[config.mk]
export PLATFORM = sky130hd
export DESIGN_NAME = div8by4u_seq_flat
export DESIGN_NICKNAME = d
export VERILOG_FILES = /design/src/rtl/div8by4u_seq_if.sv /design/src/rtl/div8by4u_seq.sv /design/src/flat_wrapper.sv
export SDC_FILE = /design/constraint.sdc
export NUM_CORES = 1
export LEC_CHECK = 0
export CORE_ASPECT_RATIO = 0.6
export CORE_UTILIZATION = 40
export DETAILED_ROUTE_END_ITERATION = 12
export PLACE_DENSITY = 0.61
export SYNTH_ARGS = -nofsm -noshare
export SYNTH_HDL_FRONTEND = slang
export SYNTH_SLANG_ARGS = --single-unit
[constraint.sdc]
create_clock -name clk -period 5.13 [get_ports clk]
set_clock_uncertainty 0.1 [all_clocks]
set_input_delay 1.539 -clock clk [delete_from_list [all_inputs] [get_ports clk]]
set_output_delay 1.539 -clock clk [all_outputs]
set_load 0.05 [all_outputs]
[src/rtl/div8by4u_seq_if.sv]
// Operand/result handshake bundle for the sequential unsigned divider.
// The master offers operands and consumes results; the slave is the divider.
interface div8by4u_seq_if #(
  parameter int unsigned DW = 8,
  parameter int unsigned VW = 4
);
  logic          in_valid;
  logic          in_ready;
  logic [DW-1:0] dividend_i;
  logic [VW-1:0] divisor_i;
  logic          out_valid;
  logic          out_ready;
  logic [DW-1:0] quot_o;
  logic [VW-1:0] rem_o;
  logic          dbz_o;
  logic          err_o;

  modport master (
    output in_valid, dividend_i, divisor_i, out_ready,
    input  in_ready, out_valid, quot_o, rem_o, dbz_o, err_o
  );

  modport slave (
    input  in_valid, dividend_i, divisor_i, out_ready,
    output in_ready, out_valid, quot_o, rem_o, dbz_o, err_o
  );
endinterface

[src/rtl/div8by4u_seq.sv]
// Restoring unsigned divider, one quotient bit per cycle, with an optional
// q*d + r residue check before the result is presented.
module div8by4u_seq #(
  parameter int unsigned DW       = 8,
  parameter int unsigned VW       = 4,
  parameter bit          CHECK_EN = 1'b1
) (
  input logic             clk,
  input logic             rst,
  div8by4u_seq_if.slave   bus
);

  localparam int unsigned CW = (DW > 1) ? $clog2(DW) : 1;

  typedef enum logic [1:0] {StIdle, StRun, StCheck, StDone} state_e;

  state_e r_state, w_state_nxt;

  logic [DW-1:0] r_dvd;       // original dividend, kept for the residue check
  logic [DW-1:0] r_dvd_sh;    // dividend shifted out MSB first
  logic [VW-1:0] r_dvs;
  logic [VW:0]   r_p;
  logic [DW-1:0] r_quot;
  logic [CW-1:0] r_cnt;
  logic [DW-1:0] r_quot_out;
  logic [VW-1:0] r_rem_out;
  logic          r_dbz;
  logic          r_err;

  logic [VW:0]      w_p_shift;
  logic             w_ge;
  logic [VW:0]      w_p_nxt;
  logic [DW-1:0]    w_q_nxt;
  logic             w_last;
  logic [DW+VW-1:0] w_sum;
  logic             w_check_fail;

  assign w_p_shift    = {r_p[VW-1:0], r_dvd_sh[DW-1]};
  assign w_ge         = (w_p_shift >= {1'b0, r_dvs});
  assign w_p_nxt      = w_ge ? (w_p_shift - {1'b0, r_dvs}) : w_p_shift;
  assign w_q_nxt      = {r_quot[DW-2:0], w_ge};
  assign w_last       = (r_cnt == '0);
  assign w_sum        = ({{VW{1'b0}}, r_quot} * {{DW{1'b0}}, r_dvs})
                        + {{(DW-1){1'b0}}, r_p};
  assign w_check_fail = (w_sum != {{VW{1'b0}}, r_dvd});

  always_comb begin
    w_state_nxt = r_state;
    unique case (r_state)
      StIdle: begin
        if (bus.in_valid) begin
          if (bus.divisor_i == '0) w_state_nxt = StDone;
          else                     w_state_nxt = StRun;
        end
      end
      StRun: begin
        if (w_last) begin
          if (CHECK_EN) w_state_nxt = StCheck;
          else          w_state_nxt = StDone;
        end
      end
      StCheck: w_state_nxt = StDone;
      StDone:  if (bus.out_ready) w_state_nxt = StIdle;
      default: w_state_nxt = StIdle;
    endcase
  end

  always_ff @(posedge clk) begin
    if (rst) begin
      r_state    <= StIdle;
      r_dvd      <= '0;
      r_dvd_sh   <= '0;
      r_dvs      <= '0;
      r_p        <= '0;
      r_quot     <= '0;
      r_cnt      <= '0;
      r_quot_out <= '0;
      r_rem_out  <= '0;
      r_dbz      <= 1'b0;
      r_err      <= 1'b0;
    end else begin
      r_state <= w_state_nxt;
      unique case (r_state)
        StIdle: begin
          if (bus.in_valid) begin
            r_dvd    <= bus.dividend_i;
            r_dvd_sh <= bus.dividend_i;
            r_dvs    <= bus.divisor_i;
            r_p      <= '0;
            r_quot   <= '0;
            r_cnt    <= CW'(DW - 1);
            r_err    <= 1'b0;
            if (bus.divisor_i == '0) begin
              r_quot_out <= '1;
              r_rem_out  <= '0;
              r_dbz      <= 1'b1;
            end else begin
              r_dbz <= 1'b0;
            end
          end
        end
        StRun: begin
          r_p      <= w_p_nxt;
          r_quot   <= w_q_nxt;
          r_dvd_sh <= {r_dvd_sh[DW-2:0], 1'b0};
          r_cnt    <= r_cnt - CW'(1);
          // Without the check stage the result goes straight to DONE from here.
          if (w_last && !CHECK_EN) begin
            r_quot_out <= w_q_nxt;
            r_rem_out  <= w_p_nxt[VW-1:0];
          end
        end
        StCheck: begin
          r_err      <= w_check_fail;
          r_quot_out <= r_quot;
          r_rem_out  <= r_p[VW-1:0];
        end
        StDone:  ;
        default: ;
      endcase
    end
  end

  assign bus.in_ready  = (r_state == StIdle);
  assign bus.out_valid = (r_state == StDone);
  assign bus.quot_o    = r_quot_out;
  assign bus.rem_o     = r_rem_out;
  assign bus.dbz_o     = r_dbz;
  assign bus.err_o     = r_err;

endmodule

[src/flat_wrapper.sv]
// flat-port wrapper written by rule: the top's interface ports become plain ports
module div8by4u_seq_flat 
#(
  parameter int unsigned DW       = 8,
  parameter int unsigned VW       = 4,
  parameter bit          CHECK_EN = 1'b1
)
  (clk, rst, bus_in_valid, bus_dividend_i, bus_divisor_i, bus_out_ready, bus_in_ready, bus_out_valid, bus_quot_o, bus_rem_o, bus_dbz_o, bus_err_o);
  div8by4u_seq_if #(.DW(DW), .VW(VW)) bus_i ();
  input logic clk;
  input logic rst;
  input wire logic [$bits(bus_i.in_valid)-1:0] bus_in_valid;
  input wire logic [$bits(bus_i.dividend_i)-1:0] bus_dividend_i;
  input wire logic [$bits(bus_i.divisor_i)-1:0] bus_divisor_i;
  input wire logic [$bits(bus_i.out_ready)-1:0] bus_out_ready;
  output wire logic [$bits(bus_i.in_ready)-1:0] bus_in_ready;
  output wire logic [$bits(bus_i.out_valid)-1:0] bus_out_valid;
  output wire logic [$bits(bus_i.quot_o)-1:0] bus_quot_o;
  output wire logic [$bits(bus_i.rem_o)-1:0] bus_rem_o;
  output wire logic [$bits(bus_i.dbz_o)-1:0] bus_dbz_o;
  output wire logic [$bits(bus_i.err_o)-1:0] bus_err_o;
  assign bus_i.in_valid = bus_in_valid;
  assign bus_i.dividend_i = bus_dividend_i;
  assign bus_i.divisor_i = bus_divisor_i;
  assign bus_i.out_ready = bus_out_ready;
  assign bus_in_ready = bus_i.in_ready;
  assign bus_out_valid = bus_i.out_valid;
  assign bus_quot_o = bus_i.quot_o;
  assign bus_rem_o = bus_i.rem_o;
  assign bus_dbz_o = bus_i.dbz_o;
  assign bus_err_o = bus_i.err_o;
  div8by4u_seq #(.DW(DW), .VW(VW), .CHECK_EN(CHECK_EN)) u_core (.clk(clk), .rst(rst), .bus(bus_i));
endmodule
# == Word-level counts from Yosys, hierarchy flattened ==
# Index checks and enable logic that the tools add are counted.
# word_totals
register_bits,52
output_inout_bits,16
word_cells,57
# op_classes
add_sub_neg,3
mul,1
magnitude_cmp,1
n_eq_ne,8
muxes,23
reduce_logical,10
# op_table
cell,count
$pmux W8 S2,3
$mux W8,4
$add A12 B5 Y12,1
$mul A8 B4 Y12,1
$ne A12 B8 Y1,1
$mux W5,2
$pmux W5 S2,1
$mux W2,4
$mux W4,2
$pmux W2 S4,1
$pmux W4 S2,1
$pmux W3 S2,1
$reduce_and A2 Y1,3
$reduce_and A3 Y1,2
$ge A5 B4 Y1,1
$sub A5 B4 Y5,1
$eq A2 B2 Y1 const B,2
$logic_not A4 Y1,1
$ne A2 B1 Y1 const B,2
$ne A2 B2 Y1 const B,2
$reduce_bool A2 Y1,2
$logic_not A3 Y1,1
$mux W3,1
$sub A3 B1 Y3 const B,1
other kinds (4),5

# == Longest topological paths before layout ==
# depth
depth_word,4
mapped_depth,15
mapped_depth_nobuf,14

# == Worst setup path after synthesis ==
# Ideal clock, no wire load.
# synth_path
path_type,register to register
start,register u_core.r_dvs[3]
end,register u_core.r_err (netlist: u_core.bus.err_o)
arrival_time_ps,3931
required_time_ps,4910
slack_ps,979
path_stages_with_launch,14
period_less_slack_ps,4151
cell_sequence,dfxtp_1 clkbuf_1 nand2_1 fa_1 fa_1 inv_1 fa_1 ha_1 nor2b_1 o31a_1 o31ai_2 a211oi_1 or4_1 o31a_1
# synth_via
elab_chain_cells,4
# synth_rtl
item,line,text
from (decl),div8by4u_seq.sv:21,logic [VW-1:0] r_dvs;
from (signal assigned),div8by4u_seq.sv:88,r_dvs <= bus.divisor_i;
$mul A8 B4 Y12,div8by4u_seq.sv:43,"assign w_sum = ({{VW{1'b0}}, r_quot} * {{DW{1'b0}}, r_dvs})"
$add A12 B5 Y12,div8by4u_seq.sv:44,"+ {{(DW-1){1'b0}}, r_p};"
$ne A12 B8 Y1,div8by4u_seq.sv:45,"assign w_check_fail = (w_sum != {{VW{1'b0}}, r_dvd});"
$pmux W1 S2,div8by4u_seq.sv:83,unique case (r_state)
to (signal assigned),div8by4u_seq.sv:114,r_err <= w_check_fail;
to (decl),div8by4u_seq.sv:28,logic r_err;
# No other way between the ends.
# A chain may end at the register's enable or synchronous reset.

# == Worst setup path after layout ==
# Same ends and word-level chain as after synthesis.

==> results.py <==
metrics = {
    "logic_synthesis": {
        "synth_cells": 421,
        "synthTopCellsByArea": "dfxtp_1 30%, ha_1 12%, fa_1 9.7%",
        "synth_top_cell_by_area": "dfxtp_1",
        "async_flop_share_pct": 0,
        "synthesis.area_um2": 3510,
        "synth-edff-count": 0,
        "synth_top_area_share_pct": 29.7,
        "postSynthNetCount": 487,
        "ys_seq_elements": 52,
        "post_synth_num_cell_types": 51,
        "syn_area_per_cell_um2": 8.33,
        "yosys_warnings": 0,
        "synth_flop_cell": "dfxtp_1",
        "ys_seq_area_share_pct": 29.7,
    },
    "layout": {
        "drive_gt1_share_pct": 3.40,
        "final_area_um2": 4060,
        "num-nets-final": 506,
        "final_common_cell": "nand2_1",
        "layout_common_cells": "64 x nand2_1, 52 x dfxtp_1, 44 x inv_1",
        "syn2layout_area_growth_pct": 15.7,
        "diodes": 0,
        "final_cells": 553,
    },
    "floorplanning": {
        "die_h_um": 74.5,
        "num_rows": 26,
        "ioPinCount": 32,
        "die_x_um": 123,
        "core_um2": 8490,
        "die_area_um2": 9150,
        "initial_core_util_pct": 41.3,
    },
    "place": {
        "dp_cells": 545,
        "dp_hpwl_um": 6380,
        "gp_congestion": 0.898,
        "place.port_buffers": 31,
        "place_area_um2": 3880,
        "post-place-ws_ps": 805,
    },
    "critical_path": {
        "startpoint": "u_core.r_dvs[3]$_SDFFE_PP0P_",
        "crit_fanout": 8,
        "cp_top_family": "adder cells",
        "worstPathArrival_ps": 4490,
        "reg2reg_from": "u_core.r_dvs[3]$_SDFFE_PP0P_",
        "path_cells": "nand2_1 -> fa_1 -> fa_1 -> inv_1 -> fa_1 -> ha_1 -> nor2b_1 -> o31a_1 -> o31ai_2 -> a211oi_1 -> or4_1 -> o31a_1",
        "crit_required_ps": 5220,
        "crit_top_cell": "fa_1",
        "slowest_delay_ps": 560,
        "critPathBufInv": 1,
        "end_kind": "flip-flop",
        "crit_type": "reg2reg",
        "cp-start-kind": "flip-flop",
        "critPathSlowestCell": "fa_1",
    },
    "min_path": {
        "hold_class": "reg2reg",
        "hold_start": "u_core.bus.rem_o[2]$_SDFFE_PP0P_",
    },
    "global_route": {
        "track_usage_pct": 20.0,
        "grt_overflow": 0,
        "grt_pass1_wl_um": 13900,
        "grt_max_degree": 53,
        "grt_pass1_vias": 2689,
        "antenna_found_initial": 0,
    },
    "sta": {
        "min_period_ps": 4400,
        "clock.fmax_mhz": 227,
        "hold-worst-slack_ps": 352,
        "fin_ws_ps": 733,
        "finalSetupTns_ps": 0,
        "relSlewSlack_pct": 34.1,
        "setup_viol": 0,
        "tightest_slew_ps": 989,
        "finalMaxSlewViolations": 0,
        "rsz0062_at_grt": "no",
        "fin_crit_sh_pct": 85.7,
        "hold_violations": 0,
    },
    "detailed_routing": {
        "vias_per_cell": 5.34,
        "drtAntennaViolNets": 0,
        "totalWireLength_um": 8400,
        "dr.first_iter.drc_count": 163,
        "avgRoutedWirePerCell_um": 15.2,
        "dr_total_vias": 2952,
        "drc_errors": 0,
        "first_pass_iters": 4,
    },
    "clock_tree": {
        "postCtsSetupBuffers": 0,
        "cts_resized": 0,
        "root_buffer": "clkbuf_16",
        "cts_sinks": 52,
        "worst_setup_hold_path_clk_slew_ps": 70,
        "clockBufferDepth": 2,
        "clkLatencyLatePin_ps": 300,
        "h-tree-depth": 2,
        "cts-buffers-inserted": 5,
        "holdBufCountCts": 0,
        "cts_tree": "built",
    },
    "job": {
        "cap_violations": 0,
    },
    "outcome": {
        "status": "completed",
    },
    "power_and_ir_drop": {
        "p_leak_uw": 0.00163,
        "p_per_area_nw_per_um2": 433,
        "peakVddDrop_mv": 0.510,
    },
}
cell type report:
cell class              instances  area, µm²
clock buffers                   6        139
clock inverters                 2       38.8
fillers                       831       4430
inverters                      44        165
multi-input cells             304       2210
flip-flops and latches         52       1040
well taps                     112        140
repair buffers                 33        320
state kept, by name, summed over array words and instances, names as in the netlist:
| name | flops |
|---|---|
| u_core.r_dvs | 4 |
| u_core.bus.rem_o | 4 |
| u_core.r_dvd | 8 |
| u_core.bus.quot_o | 8 |
| u_core.r_cnt | 3 |
| u_core.bus.err_o | 1 |
| u_core.r_dvd_sh | 8 |
| u_core.r_state | 2 |
| u_core.bus.dbz_o | 1 |
| u_core.r_quot | 8 |
| u_core.r_p | 5 |
through the flow:
stage | total power [µW] | utilization [%]
final | 1760 | 47.8
after global routing | 1880 | 47.8
after CTS | 1760 | 47.8
after detailed placement | 1350 | 45.7
after global placement | 1340 | 45.7
after floorplan | 1160 | -
power by group:
part	switching [µW]	internal (µW)	total, µW
Clock	160	245	404
Sequential	70.0	493	563
Combinational	502	287	789
Total	732	1020	1760
cell usage after synthesis, drive strengths merged (3+ instances only):
library cell	number
a211oi	11
a21oi	27
a221oi	4
a22oi	9
a311oi	8
and2	7
clkbuf	19
dfxtp	52
fa	17
ha	33
inv	44
mux2i	7
nand2	65
nand2b	3
nand3	7
nor2	39
nor3	4
nor3b	3
o211ai	3
o21a	5
o21ai	9
xnor2	8
xor2	7
per-layer routing:
| layer | share of wire, % | GRT usage (%) |
|---|---|---|
| met4 | 0.92 | 5.01 |
| met1 | 55 | 31.4 |
| met5 | 0 | 0 |
| met2 | 38 | 26.9 |
| met3 | 5.9 | 4.22 |
cells by family after synthesis:
kind of cell / after synthesis / synth area share, %
buffers and inverters: 65 / 7.17
AND/OR/NAND/NOR: 139 / 17.6
AO/OA/AOI/OAI: 93 / 18.3
flip-flops: 52 / 29.7
multiplexers: 7 / 2.00
adder cells (fa/ha/maj): 50 / 21.5
XOR/XNOR: 15 / 3.75
worst reg2reg max path: stages (launching register included):
cell      delay (ps)
dfxtp_1          470
nand2_1          130
fa_1             540
fa_1             560
inv_1             50
fa_1             460
ha_1             370
nor2b_1          170
o31a_1           280
o31ai_2          260
a211oi_1         130
or4_1            540
o31a_1           240
worst paths after layout:
kind | to | slack (ps) | cells past startpoint
worst min-delay path | u_core.bus.rem_o[2]$_SDFFE_PP0P_ | 350 | 2
worst max register to register | u_core.bus.err_o$_SDFFE_PP0P_ | 730 | 12
worst max-delay path | u_core.bus.err_o$_SDFFE_PP0P_ | 730 | 12
worst min register to register | u_core.bus.rem_o[2]$_SDFFE_PP0P_ | 350 | 2
Power figures use the tool's default switching activity.
